File: config.mk
export PLATFORM = sky130hd
export DESIGN_NAME = seven_seg_scan_driver
export DESIGN_NICKNAME = d
export VERILOG_FILES = /design/src/rtl/seven_seg_scan_driver.sv
export SDC_FILE = /design/constraint.sdc
export NUM_CORES = 1
export LEC_CHECK = 0
export ABC_AREA = 1
export CAP_MARGIN = 10
export CORE_ASPECT_RATIO = 1.5
export CORE_MARGIN = 1.5
export CORE_UTILIZATION = 38
export CTS_CLUSTER_DIAMETER = 80
export CTS_CLUSTER_SIZE = 10
export DETAILED_ROUTE_END_ITERATION = 8
export GPL_ROUTABILITY_DRIVEN = 1
export PLACE_DENSITY_LB_ADDON = 0.12
export SETUP_SLACK_MARGIN = 0.5
export SLEW_MARGIN = 30
export SYNTH_ARGS = -nofsm -noshare
export SYNTH_HDL_FRONTEND = slang
export SYNTH_SLANG_ARGS = --single-unit
File: constraint.sdc
create_clock -name clk_i -period 1.5 [get_ports clk_i]
set_input_delay 0.15 -clock clk_i [delete_from_list [all_inputs] [get_ports clk_i]]
set_output_delay 0.15 -clock clk_i [all_outputs]
set_load 0.05 [all_outputs]
File: src/rtl/seven_seg_scan_driver.sv
// Multiplexed seven-segment display driver.
// Scans DIGITS digits round-robin with a dwell of 2^DIV cycles per digit,
// blanks the first BLANK cycles of every slot to avoid ghosting, and
// double-buffers the display data so a new snapshot only takes effect at a
// frame boundary. Segments and digit selects are active low.
module seven_seg_scan_driver #(
  parameter int DIGITS = 4,
  parameter int DIV    = 16,
  parameter int BLANK  = 4
) (
  input  logic                  clk_i,
  input  logic                  rst_i,
  input  logic                  load_i,
  input  logic [4*DIGITS-1:0]   values_i,
  input  logic [DIGITS-1:0]     dp_i,
  input  logic [DIGITS-1:0]     digit_en_i,
  output logic [7:0]            seg_o,
  output logic [DIGITS-1:0]     sel_o,
  output logic                  frame_o
);

  localparam int                IDXW     = (DIGITS > 1) ? $clog2(DIGITS) : 1;
  localparam logic [DIV-1:0]    CNT_MAX  = '1;
  localparam logic [DIV-1:0]    BLANK_C  = DIV'(BLANK);
  localparam logic [IDXW-1:0]   IDX_LAST = IDXW'(DIGITS - 1);
  localparam logic [DIGITS-1:0] SEL_ONE  = DIGITS'(1);

  logic [DIV-1:0]      cnt_q, cnt_d;
  logic [IDXW-1:0]     idx_q, idx_d;

  logic [4*DIGITS-1:0] pend_vals_q, pend_vals_d;
  logic [DIGITS-1:0]   pend_dp_q, pend_dp_d;
  logic [DIGITS-1:0]   pend_en_q, pend_en_d;
  logic                pend_q, pend_d;

  logic [4*DIGITS-1:0] act_vals_q, act_vals_d;
  logic [DIGITS-1:0]   act_dp_q, act_dp_d;
  logic [DIGITS-1:0]   act_en_q, act_en_d;

  logic [7:0]          seg_q, seg_d;
  logic [DIGITS-1:0]   sel_q, sel_d;
  logic                frame_q, frame_d;

  logic                wrap;
  logic [3:0]          nibble;

  // Hex nibble to active-low gfedcba pattern.
  function automatic logic [6:0] decode(input logic [3:0] n);
    logic [6:0] pat;
    pat = 7'h7F;
    case (n)
      4'h0: pat = 7'h40;
      4'h1: pat = 7'h79;
      4'h2: pat = 7'h24;
      4'h3: pat = 7'h30;
      4'h4: pat = 7'h19;
      4'h5: pat = 7'h12;
      4'h6: pat = 7'h02;
      4'h7: pat = 7'h78;
      4'h8: pat = 7'h00;
      4'h9: pat = 7'h10;
      4'hA: pat = 7'h08;
      4'hB: pat = 7'h03;
      4'hC: pat = 7'h46;
      4'hD: pat = 7'h21;
      4'hE: pat = 7'h06;
      4'hF: pat = 7'h0E;
      default: pat = 7'h7F;
    endcase
    return pat;
  endfunction

  // Dwell counter and digit index; the last cycle of the last digit is the frame wrap.
  always_comb begin
    cnt_d = cnt_q + 1'b1;
    idx_d = idx_q;
    wrap  = (cnt_q == CNT_MAX) && (idx_q == IDX_LAST);
    if (cnt_q == CNT_MAX) begin
      idx_d = (idx_q == IDX_LAST) ? '0 : idx_q + 1'b1;
    end
  end

  // Double buffer: loads go to pending, pending moves to active only on the wrap,
  // and a load on the wrap itself goes straight to active so digit 0 shows it.
  always_comb begin
    pend_vals_d = pend_vals_q;
    pend_dp_d   = pend_dp_q;
    pend_en_d   = pend_en_q;
    pend_d      = pend_q;
    act_vals_d  = act_vals_q;
    act_dp_d    = act_dp_q;
    act_en_d    = act_en_q;
    if (load_i) begin
      pend_vals_d = values_i;
      pend_dp_d   = dp_i;
      pend_en_d   = digit_en_i;
      pend_d      = 1'b1;
    end
    if (wrap) begin
      if (load_i) begin
        act_vals_d = values_i;
        act_dp_d   = dp_i;
        act_en_d   = digit_en_i;
        pend_d     = 1'b0;
      end else if (pend_q) begin
        act_vals_d = pend_vals_q;
        act_dp_d   = pend_dp_q;
        act_en_d   = pend_en_q;
        pend_d     = 1'b0;
      end
    end
  end

  // Next display outputs from the current slot position, blanked at slot start or when disabled.
  always_comb begin
    nibble  = act_vals_q[{idx_q, 2'b00} +: 4];
    seg_d   = 8'hFF;
    sel_d   = '1;
    frame_d = wrap;
    if ((cnt_q >= BLANK_C) && act_en_q[idx_q]) begin
      sel_d = ~(SEL_ONE << idx_q);
      seg_d = {~act_dp_q[idx_q], decode(nibble)};
    end
  end

  // State and output registers with synchronous reset.
  always_ff @(posedge clk_i) begin
    if (rst_i) begin
      cnt_q       <= '0;
      idx_q       <= '0;
      pend_vals_q <= '0;
      pend_dp_q   <= '0;
      pend_en_q   <= '0;
      pend_q      <= 1'b0;
      act_vals_q  <= '0;
      act_dp_q    <= '0;
      act_en_q    <= '0;
      seg_q       <= 8'hFF;
      sel_q       <= '1;
      frame_q     <= 1'b0;
    end else begin
      cnt_q       <= cnt_d;
      idx_q       <= idx_d;
      pend_vals_q <= pend_vals_d;
      pend_dp_q   <= pend_dp_d;
      pend_en_q   <= pend_en_d;
      pend_q      <= pend_d;
      act_vals_q  <= act_vals_d;
      act_dp_q    <= act_dp_d;
      act_en_q    <= act_en_d;
      seg_q       <= seg_d;
      sel_q       <= sel_d;
      frame_q     <= frame_d;
    end
  end

  assign seg_o   = seg_q;
  assign sel_o   = sel_q;
  assign frame_o = frame_q;

endmodule
==> impl_metrics.py <==
metrics = {
    "sta": {
        "maxSlewViolCount": 0,
        "setup_violations": 0,
        "fin_ws_ns": 0.0225,
        "period_share": 0.985,
        "worstMarginPinSlew_ns": 0.362,
        "hold_viol_final": 0,
        "fin_skew_ns": 0.00759,
        "relSlewSlack": 0.759,
        "setup_tns_ns": 0,
        "layout_min_cycle_time_ns": 1.48,
        "hold_ws_ns": 0.321,
        "rsz0062_at_grt": "yes",
        "max_freq_mhz": 677,
    },
    "placement": {
        "pre_cts_slack_ns": -0.0241,
        "gp_congestion": 0.849,
        "hpwl_mm": 6.05,
        "io_buffer_count": 39,
    },
    "floorplan": {
        "die_y_um": 122,
        "io_pins": 40,
        "core_um2": 9200,
        "dieArea_um2": 10000,
        "start_util": 0.389,
        "chipWidth_um": 82.2,
        "rows": 43,
    },
    "synth": {
        "synth_area_per_cell_um2": 7.29,
        "synth_top_cell_area_share": 0.448,
        "ys_seq_area_frac": 0.448,
        "syn_inst": 491,
        "synth_area_um2": 3580,
        "ys_seq_elements": 80,
        "synth.net_count": 530,
        "synth_area_leader_cell": "dfxtp_1",
        "yosys-top-cells-area": "dfxtp_1 (45%), nand2_1 (17%), a21oi_1 (8.5%), nand4_1 (5.2%), ha_1 (4.2%)",
        "ys_warn_count": 0,
        "synth_cell_types": 24,
    },
    "routing": {
        "postRouteAntennaNets": 0,
        "drt-total-wl_mm": 9.39,
        "dr_total_vias": 3480,
        "vias_per_cell": 5.01,
        "wl_per_cell_um": 13.5,
        "drc": 0,
        "first_pass_iters": 4,
        "drt_iter0_drc": 131,
    },
    "setup_path": {
        "crit_end": "act_vals_q[12]",
        "required_ns": 1.71,
        "reg2reg_depth": 8,
        "rr_endpoint": "act_vals_q[12]",
        "critical_path.max_fanout": 12,
        "arrival_ns": 1.69,
        "start_kind": "flip-flop",
        "startpoint": "cnt_q[0]",
        "r2r-start": "cnt_q[0]",
        "crit_path_end_kind": "flip-flop",
        "critical_path_class": "flip-flop to flip-flop",
        "rrSetupSlack_ns": 0.02,
    },
    "cts": {
        "cts-hold-fix-buffers": 0,
        "clkSinkCount": 80,
        "cts_tree": "built",
        "insertion_delay_ns": 0.34,
        "htree_num_levels": 3,
        "clock_path_buffers": 2,
        "clkTransAtPathRegs_ns": 0.06,
        "cts_root_buf": "clkbuf_16",
        "cts_inserted_buffers": 9,
    },
    "global_route": {
        "grt_max_degree": 32,
        "grt_util_all_layers": 0.201,
        "antenna_found_initial": 0,
        "globalRoute.totalOverflow": 0,
        "grt_pass1_vias": 3306,
        "grt_pass1_wl_mm": 15.3,
    },
    "power_and_ir_drop": {
        "power_mw": 4.64,
        "p_leak_nw": 2.15,
        "ir_worst_vdd_uv": 638,
        "powerDensity_nw_per_um2": 885,
    },
    "layout": {
        "postLayoutCoreUtil": 0.570,
        "nets": 617,
        "drive_gt1_frac": 0.312,
        "synthToLayoutAreaGrowth_pct": 46.7,
        "diodes": 0,
    },
    "hold_path": {
        "min_path_type": "input pin to flip-flop",
    },
    "run_status": {
        "status": "finished, final reports clean",
    },
    "run": {
        "max_cap_viol_count": 0,
    },
}
how the worst min path moves through the flow:
stage                     cells after the start      endpoint           from  slack (ns)
after floorplan                               2  pend_en_q[3]  digit_en_i[3]        0.31
after global placement                        2   act_en_q[1]    act_en_q[1]        0.44
after detailed placement                      2   act_dp_q[0]    act_dp_q[0]        0.45
after CTS                                     5     cnt_q[10]          rst_i        0.32
after global routing                          5     cnt_q[10]          rst_i        0.34
final                                         5      seg_o[0]          rst_i        0.32
cells in the final DEF, fill, tap and decap left out, drive strengths merged, types with 25 or more instances in the layout:
| cell type | synthesis | final |
|---|---|---|
| a21oi | 61 | 61 |
| clkdlybuf4s50 | 0 | 25 |
| nand4 | 30 | 30 |
| buf | 14 | 72 |
| nand2 | 168 | 168 |
| dfxtp | 80 | 80 |
| nand3 | 29 | 30 |
| nor2 | 34 | 34 |
| inv | 33 | 33 |
state kept, by name (all words and copies together), names as in the netlist, 8 cells and up:
signal,count
seg_o,8
act_vals_q,16
cnt_q,16
pend_vals_q,16
synth_stat cells:
| cell | number |
|---|---|
| a21oi_1 | 61 |
| a22oi_1 | 1 |
| buf_2 | 9 |
| buf_4 | 1 |
| buf_6 | 4 |
| clkbuf_1 | 9 |
| dfxtp_1 | 80 |
| ha_1 | 12 |
| inv_1 | 29 |
| inv_2 | 4 |
| nand2_1 | 164 |
| nand2_2 | 4 |
| nand3_1 | 28 |
| nand3_4 | 1 |
| nand4_1 | 30 |
| nor2_1 | 30 |
| nor2_2 | 2 |
| nor2_4 | 1 |
| nor2_8 | 1 |
| nor3_1 | 4 |
| o21ai_0 | 11 |
| o31ai_1 | 1 |
| or2_2 | 1 |
| xor2_1 | 3 |
stage by stage:
| step | cell area (um2) | instances |
|---|---|---|
| global placement | 4280 | 651 |
| CTS | 5060 | 690 |
| finish | 5250 | 695 |
| floorplan | 3670 | 491 |
| global route | 5250 | 695 |
| detailed placement | 4280 | 651 |
layer usage:
metal  GRT usage  vias to the layer above  routed length, um
met2       0.346                       48               4980
met4       0.105                        0                257
met1       0.236                     1625               3980
li1            -                     1789                  -
met3      0.0270                       18                181
met5           0                        -                  0
logic make-up (layout without fill, tap and decap cells):
kind of cell,count (synthesis),count (layout),share of synthesized area
xor+xnor,3,3,0.00735
compound gates,74,74,0.105
buf+inv,56,147,0.0713
flops,80,80,0.448
simple gates,266,267,0.327
fa+ha+maj,12,12,0.0420
timing repair:
action / CTS / global route
buffers inserted: 19 / 5
gates cloned: 4 / 0
resized for setup: 73 / 36
setup endpoints to repair: 52 / 66
pin swaps: 43 / 19
power breakdown:
group	internal [mW]	switching, mW
registers	2.16	0.0162
logic	0.127	0.147
clock network	1.31	0.883
layout make-up:
| cell class | count | area [um2] |
|---|---|---|
| Clock buffer | 12 | 278 |
| Clock inverter | 4 | 25.0 |
| Timing Repair inverter | 1 | 7.51 |
| Timing Repair Buffer | 97 | 931 |
| Multi-Input combinational cell | 356 | 2090 |
| Fill cell | 842 | 3950 |
| Tap cell | 112 | 140 |
| Sequential cell | 80 | 1620 |
| Inverter | 33 | 149 |
worst max-delay path, stage by stage, from the launching register on:
cell and delay (ns):
dfxtp_2 0.35, ha_4 0.15, nand2_4 0.05, nor2_4 0.12
nand2_4 0.09, nor2_8 0.20, nand3_4 0.20, nand2_1 0.12
a21oi_1 0.08
No activity file was read; power rests on OpenSTA's default activity.
